===== src/rtl/fetch_pkg.sv =====
// rtl/fetch_pkg.sv - shared fetch-stage widths, state encoding and bubble word.
package fetch_pkg;

    localparam int INST_W = 32;
    localparam int ADDR_W = 32;

    localparam logic [INST_W-1:0] NOP_WORD = 32'h0000_0000;

    typedef enum logic {
        FETCH_RUN  = 1'b0,
        FETCH_HALT = 1'b1
    } fetch_state_t;

endpackage


===== src/rtl/if_id_reg.sv =====
// rtl/if_id_reg.sv - IF/ID pipeline register with load, hold and flush-to-bubble.
module if_id_reg
    import fetch_pkg::INST_W;
    import fetch_pkg::ADDR_W;
#(
    parameter logic [INST_W-1:0] NOP_WORD = fetch_pkg::NOP_WORD
) (
    input  logic              clk,
    input  logic              reset,
    input  logic              load,
    input  logic              flush,
    input  logic [INST_W-1:0] inst_code,
    input  logic [ADDR_W-1:0] pc,
    output logic [INST_W-1:0] if_id_inst,
    output logic [ADDR_W-1:0] if_id_pc,
    output logic [ADDR_W-1:0] if_id_pc_plus4,
    output logic              if_id_valid
);

    // A flush only kills the word; the PC fields keep their last valid value.
    always_ff @(posedge clk) begin
        if (reset) begin
            if_id_inst     <= NOP_WORD;
            if_id_pc       <= '0;
            if_id_pc_plus4 <= '0;
            if_id_valid    <= 1'b0;
        end else if (flush) begin
            if_id_inst  <= NOP_WORD;
            if_id_valid <= 1'b0;
        end else if (load) begin
            if_id_inst     <= inst_code;
            if_id_pc       <= pc;
            if_id_pc_plus4 <= pc + ADDR_W'(4);
            if_id_valid    <= 1'b1;
        end
    end

endmodule


===== src/rtl/fetch_unit.sv =====
// rtl/fetch_unit.sv - PC, run/halt state and IF/ID for fetch; optional FETCH_ALIGN_CHECK_EN.
module fetch_unit
    import fetch_pkg::INST_W;
    import fetch_pkg::ADDR_W;
    import fetch_pkg::fetch_state_t;
    import fetch_pkg::FETCH_RUN;
    import fetch_pkg::FETCH_HALT;
#(
    parameter logic [ADDR_W-1:0] RESET_PC  = 32'h0000_0000,
    parameter int                MEM_BYTES = 36,
    parameter logic [INST_W-1:0] NOP_WORD  = fetch_pkg::NOP_WORD
) (
    input  logic              clk,
    input  logic              reset,
    input  logic              stall,
    input  logic              redirect,
    input  logic [ADDR_W-1:0] redirect_pc,
    input  logic [INST_W-1:0] inst_code,
    output logic [ADDR_W-1:0] pc_out,
    output logic [INST_W-1:0] if_id_inst,
    output logic [ADDR_W-1:0] if_id_pc,
    output logic [ADDR_W-1:0] if_id_pc_plus4,
    output logic              if_id_valid,
`ifdef FETCH_ALIGN_CHECK_EN
    output logic              misalign_err,
`endif
    output logic              halted
);

    logic [ADDR_W-1:0] pc;
    fetch_state_t      state;
    logic [ADDR_W:0]   pc_end;
    logic              in_range;
    logic              run_fetch;
    logic              redirect_bad;

    // One extra bit so a PC near 2^32 wraps out of range instead of back in.
    assign pc_end    = {1'b0, pc} + (ADDR_W+1)'(4);
    assign in_range  = pc_end <= (ADDR_W+1)'(MEM_BYTES);
    assign run_fetch = (state == FETCH_RUN) && !stall && !redirect;

`ifdef FETCH_ALIGN_CHECK_EN
    assign redirect_bad = redirect && (redirect_pc[1:0] != 2'b00);

    always_ff @(posedge clk) begin
        if (reset)
            misalign_err <= 1'b0;
        else if (redirect_bad)
            misalign_err <= 1'b1;
    end
`else
    assign redirect_bad = 1'b0;
`endif

    always_ff @(posedge clk) begin
        if (reset) begin
            pc    <= RESET_PC;
            state <= FETCH_RUN;
        end else if (redirect) begin
            if (redirect_bad) begin
                state <= FETCH_HALT;
            end else begin
                pc    <= redirect_pc;
                state <= FETCH_RUN;
            end
        end else if (run_fetch) begin
            if (in_range)
                pc <= pc + ADDR_W'(4);
            else
                state <= FETCH_HALT;
        end
    end

    assign pc_out = pc;
    assign halted = (state == FETCH_HALT);

    if_id_reg #(
        .NOP_WORD (NOP_WORD)
    ) u_if_id_reg (
        .clk            (clk),
        .reset          (reset),
        .load           (run_fetch && in_range),
        .flush          (redirect || (run_fetch && !in_range)),
        .inst_code      (inst_code),
        .pc             (pc),
        .if_id_inst     (if_id_inst),
        .if_id_pc       (if_id_pc),
        .if_id_pc_plus4 (if_id_pc_plus4),
        .if_id_valid    (if_id_valid)
    );

endmodule


===== config.mk =====
export PLATFORM = sky130hd
export DESIGN_NAME = fetch_unit
export DESIGN_NICKNAME = d
export VERILOG_FILES = /design/src/rtl/fetch_pkg.sv /design/src/rtl/if_id_reg.sv /design/src/rtl/fetch_unit.sv
export SDC_FILE = /design/constraint.sdc
export NUM_CORES = 1
export LEC_CHECK = 0
export ABC_AREA = 0
export CAP_MARGIN = 20
export CORE_MARGIN = 5
export CORE_UTILIZATION = 51
export CTS_BUF_LIST = sky130_fd_sc_hd__clkbuf_8
export DETAILED_ROUTE_END_ITERATION = 10
export PLACE_DENSITY = 0.89
export SLEW_MARGIN = 5
export SYNTH_ARGS = -nofsm -noshare
export SYNTH_HDL_FRONTEND = slang
export SYNTH_SLANG_ARGS = --single-unit

===== constraint.sdc =====
create_clock -name clk -period 6.41 [get_ports clk]
set_clock_uncertainty 0.05 [all_clocks]
set_input_delay 0.641 -clock clk [delete_from_list [all_inputs] [get_ports clk]]
set_output_delay 0.641 -clock clk [all_outputs]
set_load 0.01 [all_outputs]

==> results of run 1 <==
[path summary, 6_finish.rpt]
kind	depth (start not counted)	end	start
worst min-delay path	1	u_if_id_reg.if_id_pc_plus4[22]	u_if_id_reg.if_id_pc_plus4[22]
worst max register to register	8	u_if_id_reg.if_id_pc_plus4[14]	pc_out[3]
worst min register to register	1	u_if_id_reg.if_id_pc_plus4[22]	u_if_id_reg.if_id_pc_plus4[22]
worst max-delay path	8	u_if_id_reg.if_id_pc_plus4[14]	pc_out[3]
[Yosys cell counts, types with 3 or more instances]
master	number
or4_1	4
xnor2_1	6
o31a_1	3
buf_1	4
nand4_1	52
and3_1	5
clkbuf_1	29
a31oi_1	6
a211oi_2	30
buf_2	10
mux2i_1	27
a21oi_1	11
nand2_1	12
inv_1	5
dfxtp_1	128
nand3_1	10
xor2_1	4
and2_1	52
a211oi_1	4
or3_1	5
nor3_1	10
buf_6	12
and4_1	7
nor2_1	32
buf_4	8
nor4_1	11
o31ai_1	45
[area by class of cell]
class	instances	area, um2	area share (%)
timing repair buffer	201	2010	25.2
clock inverter	13	173	2.16
inverter	5	18.8	0.235
multi-input combinational	377	2800	35.0
clock buffer	18	248	3.10
sequential	128	2560	32.1
tap	140	175	2.19
[layer usage]
| layer | part of all wire [%] | vias up | GRT usage, % |
|---|---|---|---|
| met5 | 0 | - | 0 |
| met4 | 2.3 | 0 | 8.74 |
| met3 | 9.9 | 55 | 7.26 |
| met2 | 48 | 310 | 40.4 |
| met1 | 40 | 2543 | 32.0 |
| li1 | - | 2474 | - |
[layout by cell type, fill, tap and decap left out, types with 6 or more instances in the layout]
cell,count
nand2_1,12
nor2_1,32
a211oi_2,30
o31ai_1,45
inv_1,8
clkdlybuf4s50_1,195
nand3_1,9
nand4_1,52
nor4_1,11
dfxtp_1,128
nor3_1,10
and2_1,52
xnor2_1,6
a21oi_1,11
a31oi_1,6
and4_1,6
mux2i_1,27
clkbuf_8,18
[cell families after synthesis]
family / count (synthesis)
AND/OR/NAND/NOR: 212
flip-flops: 128
AO/OA/AOI/OAI: 126
buffers and inverters: 68
multiplexers: 27
XOR/XNOR: 10
adder cells (fa/ha/maj): 2
[sequential cells by signal, indices dropped and copies added (netlist names)]
name / cells
u_if_id_reg.if_id_valid: 1
u_if_id_reg.if_id_pc: 30
u_if_id_reg.if_id_pc_plus4: 32
pc_out: 32
u_if_id_reg.if_id_inst: 32
halted: 1
[through the flow]
| step | instances | cell area, um2 | hold slack (ps) | setup WS [ps] | power, mW |
|---|---|---|---|---|---|
| finish | 882 | 7980 | 407 | 1920 | 1.80 |
| global placement | 849 | 7530 | 391 | 2210 | 1.07 |
| detailed placement | 850 | 7550 | 394 | 1970 | 1.08 |
| global route | 882 | 7980 | 423 | 1580 | 1.86 |
| floorplan | 573 | 5720 | 422 | 3320 | 0.985 |
| CTS | 881 | 7970 | 413 | 1890 | 1.81 |
[worst reg2reg max path, cell delays in order, from the launching register on]
cell	delay (ps)
dfxtp_1	510
ha_1	310
and3_1	370
xnor2_1	160
a41oi_1	140
a2111oi_1	860
and4_2	1050
a31oi_4	530
and2_1	390
[power by group through the flow]
| stage | Sequential [mW] | Clock, mW | Combinational [mW] |
|---|---|---|---|
| 6_report | 0.834 | 0.740 | 0.228 |
| 5_1_grt | 0.836 | 0.785 | 0.243 |
| 4_1_cts | 0.833 | 0.747 | 0.226 |
| 3_5_place_dp | 0.851 | 0 | 0.224 |
| 3_3_place_gp | 0.850 | 0 | 0.217 |
| 2_1_floorplan | 0.847 | 0 | 0.138 |
==> metrics.cfg, run 1 <==
[outcome]
status = completed

[die]
die_y_um = 116
fp.dieW_um = 116
pin_count = 198
start_util_pct = 52.3
design.die.area_um2 = 13400
core_um2 = 10900
row_count = 38

[layout]
fillCellCount = 767
area_growth_pct = 39.5
utilization_pct = 73.0
drive_gt1_share_pct = 11.2
antenna_cells = 0
fin_nets = 800

[clock_tree]
cts_hold_buf = 0
ctsResizeCount = 0
numCtsBuffers = 17
post-cts-setup-buffers = 0
root_buffer = clkbuf_8
cts.sinks = 128
cts_tree = yes
htree_levels = 4
clockBufferDepth = 2
insertion_delay_ps = 440
clk_pin_slew_worst_paths_ps = 80

[synth]
synth-simple-area-share_pct = 22.0
syn_area_per_cell_um2 = 9.99
synth-compound-area-share_pct = 19.7
synth_top_cells_by_area = dfxtp_1 (45%), a211oi_2 (6.6%), o31ai_1 (5.9%)
yosysTopAreaCell = dfxtp_1
syn-num-nets = 643
synth-warning-count = 0
synth-edff-count = 0
synth-xor-area-share_pct = 1.53
yosys.area_share.adder_pct = 0.437
synth_top_area_share_pct = 44.8
synth_top_family_by_area = simple AND/OR/NAND/NOR gates
yosysSeqAreaShare_pct = 44.8
synthMuxAreaShare_pct = 4.72
synthCells = 573
syn_area_um2 = 5720
synth_flop_cell = dfxtp_1
ys_async_sr_fraction_pct = 0
synth_cell_type_count = 58
synth-seq-cells = 128

[setup_path]
crit_path_end_kind = flip-flop
cp_slowest_stage_delay_ps = 1050
cp-start-kind = flip-flop
cp.arrival_ps = 4770
cp.required_ps = 6680
slowest_stage = and4_2
path_class = reg -> reg
ff2ff_setup_slack_ps = 1920
path_buf_inv = 0
cp_top_family = simple AND/OR/NAND/NOR gates
cp_cell_sequence = ha_1 > and3_1 > xnor2_1 > a41oi_1 > a2111oi_1 > and4_2 > a31oi_4 > and2_1
worstPathMaxFanout = 51

[routing]
avgRoutedWirePerCell_um = 19.3
drtIter0Drc = 463
wl_um = 17000
first_pass_iters = 5
drc = 0
vias = 5382
postRouteAntennaNets = 0
viasPerCell = 6.10

[job]
maxCapViolCount = 0

[timing]
slew_headroom_pct = 27.7
fin_crit_sh_pct = 70.1
hold_violations = 0
period_needed_ps = 4490
tns_ps = 0
worst_pin_slew_ps = 1080
slew_viol_final = 0
fmax_ghz = 0.223
setup_viol = 0
grt_setup_unrepaired = no

[grt]
grt_usage_pct = 25.0
grt_overflow = 0
grt_pass1_wl_um = 26900
antenna_found_initial = 0
grt_max_degree = 52
grt_pass1_vias = 5202

[placement]
globalplace.congestion = 0.902
port_buffers = 197
dp_hpwl_um = 11200

[pwr]
p_leak_nw = 2.71
clkPwrFrac_pct = 41.1
powerDensity_nw_per_um2 = 226
p_sw_mw = 0.474
vdd.ir_drop.worst_v = 0.000185
p_int_mw = 1.33
power_frac_comb_pct = 12.7
sw_frac_of_total_pct = 26.3
pwr-share-seq_pct = 46.3

[worst_hold_path]
hp-class = reg -> reg

Note: power is estimated with default switching activity, not from simulation.
==> run 2: changes to the inputs <==
--- a/config.mk
+++ b/config.mk
@@ -8,10 +8,10 @@
 export ABC_AREA = 0
 export CAP_MARGIN = 20
 export CORE_MARGIN = 5
-export CORE_UTILIZATION = 51
+export CORE_UTILIZATION = 47
 export CTS_BUF_LIST = sky130_fd_sc_hd__clkbuf_8
 export DETAILED_ROUTE_END_ITERATION = 10
-export PLACE_DENSITY = 0.89
+export PLACE_DENSITY = 0.83
 export SLEW_MARGIN = 5
 export SYNTH_ARGS = -nofsm -noshare
 export SYNTH_HDL_FRONTEND = slang
==> constraint.sdc (replaced) <==
create_clock -name clk -period 4.7 [get_ports clk]
set_clock_uncertainty 0.05 [all_clocks]
set_input_delay 0.47 -clock clk [delete_from_list [all_inputs] [get_ports clk]]
set_output_delay 0.47 -clock clk [all_outputs]
set_load 0.01 [all_outputs]
==> metrics.cfg, run 2 (synthesis results as in run 1) <==
[outcome]
status = completed

[clock_tree]
clk_pin_slew_worst_paths_ps = 70
insertion_delay_ps = 430
cts.sinks = 128
ctsResizeCount = 0
numCtsBuffers = 17
cts_hold_buf = 0
clockBufferDepth = 2
cts_tree = yes
post-cts-setup-buffers = 0
root_buffer = clkbuf_8
htree_levels = 4

[routing]
viasPerCell = 5.87
first_pass_iters = 5
wl_um = 16600
vias = 5256
drc = 0
postRouteAntennaNets = 0
drtIter0Drc = 389
avgRoutedWirePerCell_um = 18.5

[worst_hold_path]
hp-class = in -> reg
whs_path_depth = 3

[setup_path]
cp.required_ps = 4970
ff2ff_setup_slack_ps = 740
cp-start-kind = flip-flop
path_class = reg -> reg
crit_path_end_kind = flip-flop
rr_worst_depth = 8
worstPathMaxFanout = 51
cp.arrival_ps = 4230

[timing]
grt_setup_unrepaired = no
slew_viol_final = 0
hold_violations = 0
period_needed_ps = 3960
fmax_ghz = 0.252
fin_crit_sh_pct = 84.3
worst_pin_slew_ps = 914
slew_headroom_pct = 39.0
tns_ps = 0
setup_viol = 0

[grt]
grt_max_degree = 52
grt_pass1_wl_um = 26500
antenna_found_initial = 0
grt_usage_pct = 22.5
grt_pass1_vias = 5182
grt_overflow = 0

[layout]
drive_gt1_share_pct = 12.4
fillCellCount = 933
antenna_cells = 0
final_common_cell = clkdlybuf4s50_1
utilization_pct = 66.8
most-common-layout-cells = clkdlybuf4s50_1 (195), dfxtp_1 (128), and2_1 (52), nand4_1 (52), o31ai_1 (45)
fin_nets = 807
area_growth_pct = 39.7

[pwr]
power_mw = 2.37
p_sw_mw = 0.656
vdd.ir_drop.worst_v = 0.000135
power_frac_comb_pct = 13.4
p_leak_nw = 2.70
pwr-share-seq_pct = 47.9
clkPwrFrac_pct = 38.7
p_int_mw = 1.72
sw_frac_of_total_pct = 27.7
powerDensity_nw_per_um2 = 297

[placement]
port_buffers = 197
dp_hpwl_um = 11600
globalplace.congestion = 0.899

[die]
fp.dieW_um = 120
core_um2 = 12000
pin_count = 198
row_count = 40
design.die.area_um2 = 14500
die_y_um = 120
start_util_pct = 47.8

[job]
maxCapViolCount = 0

## run 2: changes by cell type in the layout (fill, tap and decap cells not counted), sizes merged
cell and change:
buf +8, clkinv +3, bufinv -2, inv -2
clkinvlp +1, dlymetal6s2s -1
## run 2: power groups by stage
stage | clock network (mW) | logic [mW] | registers, mW
floorplan | 0 | 0.188 | 1.16
global placement | 0 | 0.306 | 1.16
detailed placement | 0 | 0.314 | 1.16
CTS | 0.939 | 0.315 | 1.14
global route | 0.991 | 0.340 | 1.14
finish | 0.919 | 0.317 | 1.14
## run 2: per-stage QoR
stage | hold slack (ps) | cells | area, um2 | setup slack, ps
2_1_floorplan | 422 | 573 | 5720 | 1610
3_3_place_gp | 391 | 865 | 7610 | 1040
6_report | 393 | 896 | 7990 | 739
5_1_grt | 369 | 896 | 7990 | 519
3_5_place_dp | 393 | 865 | 7610 | 822
4_1_cts | 354 | 896 | 7990 | 768
## run 2: layer usage
metal	share of wire, %	track usage (%)	vias to the layer above
li1	-	-	2504
met1	43	28.2	2494
met2	48	37.1	224
met3	6.7	5.94	34
met4	2.6	8.57	0
met5	0	0	-
## run 2: final timing paths
| kind | start | end |
|---|---|---|
| worst max-delay path | pc_out[3] | u_if_id_reg.if_id_pc[28] |
| worst min register to register | u_if_id_reg.if_id_pc[15] | u_if_id_reg.if_id_pc[15] |
| worst min-delay path | redirect | pc_out[6] |
| worst max register to register | pc_out[3] | u_if_id_reg.if_id_pc[28] |
## run 2: cell type report
class / count / area [um2] / area share [%]
multi-input cells: 377 / 2800 / 35.0
flip-flops and latches: 128 / 2560 / 32.1
repair buffers: 208 / 2040 / 25.6
clock buffers: 18 / 248 / 3.10
well taps: 147 / 184 / 2.30
clock inverters: 13 / 140 / 1.75
inverters: 5 / 18.8 / 0.235
## run 2: critical path: stages, from the launching register on
cell and delay [ps]:
dfxtp_1 510, ha_1 310, nand3_1 170, or3_1 390, a2111oi_0 450, a2bb2oi_1 370, o2111a_2 760, a31oi_4 500
and2_1 330
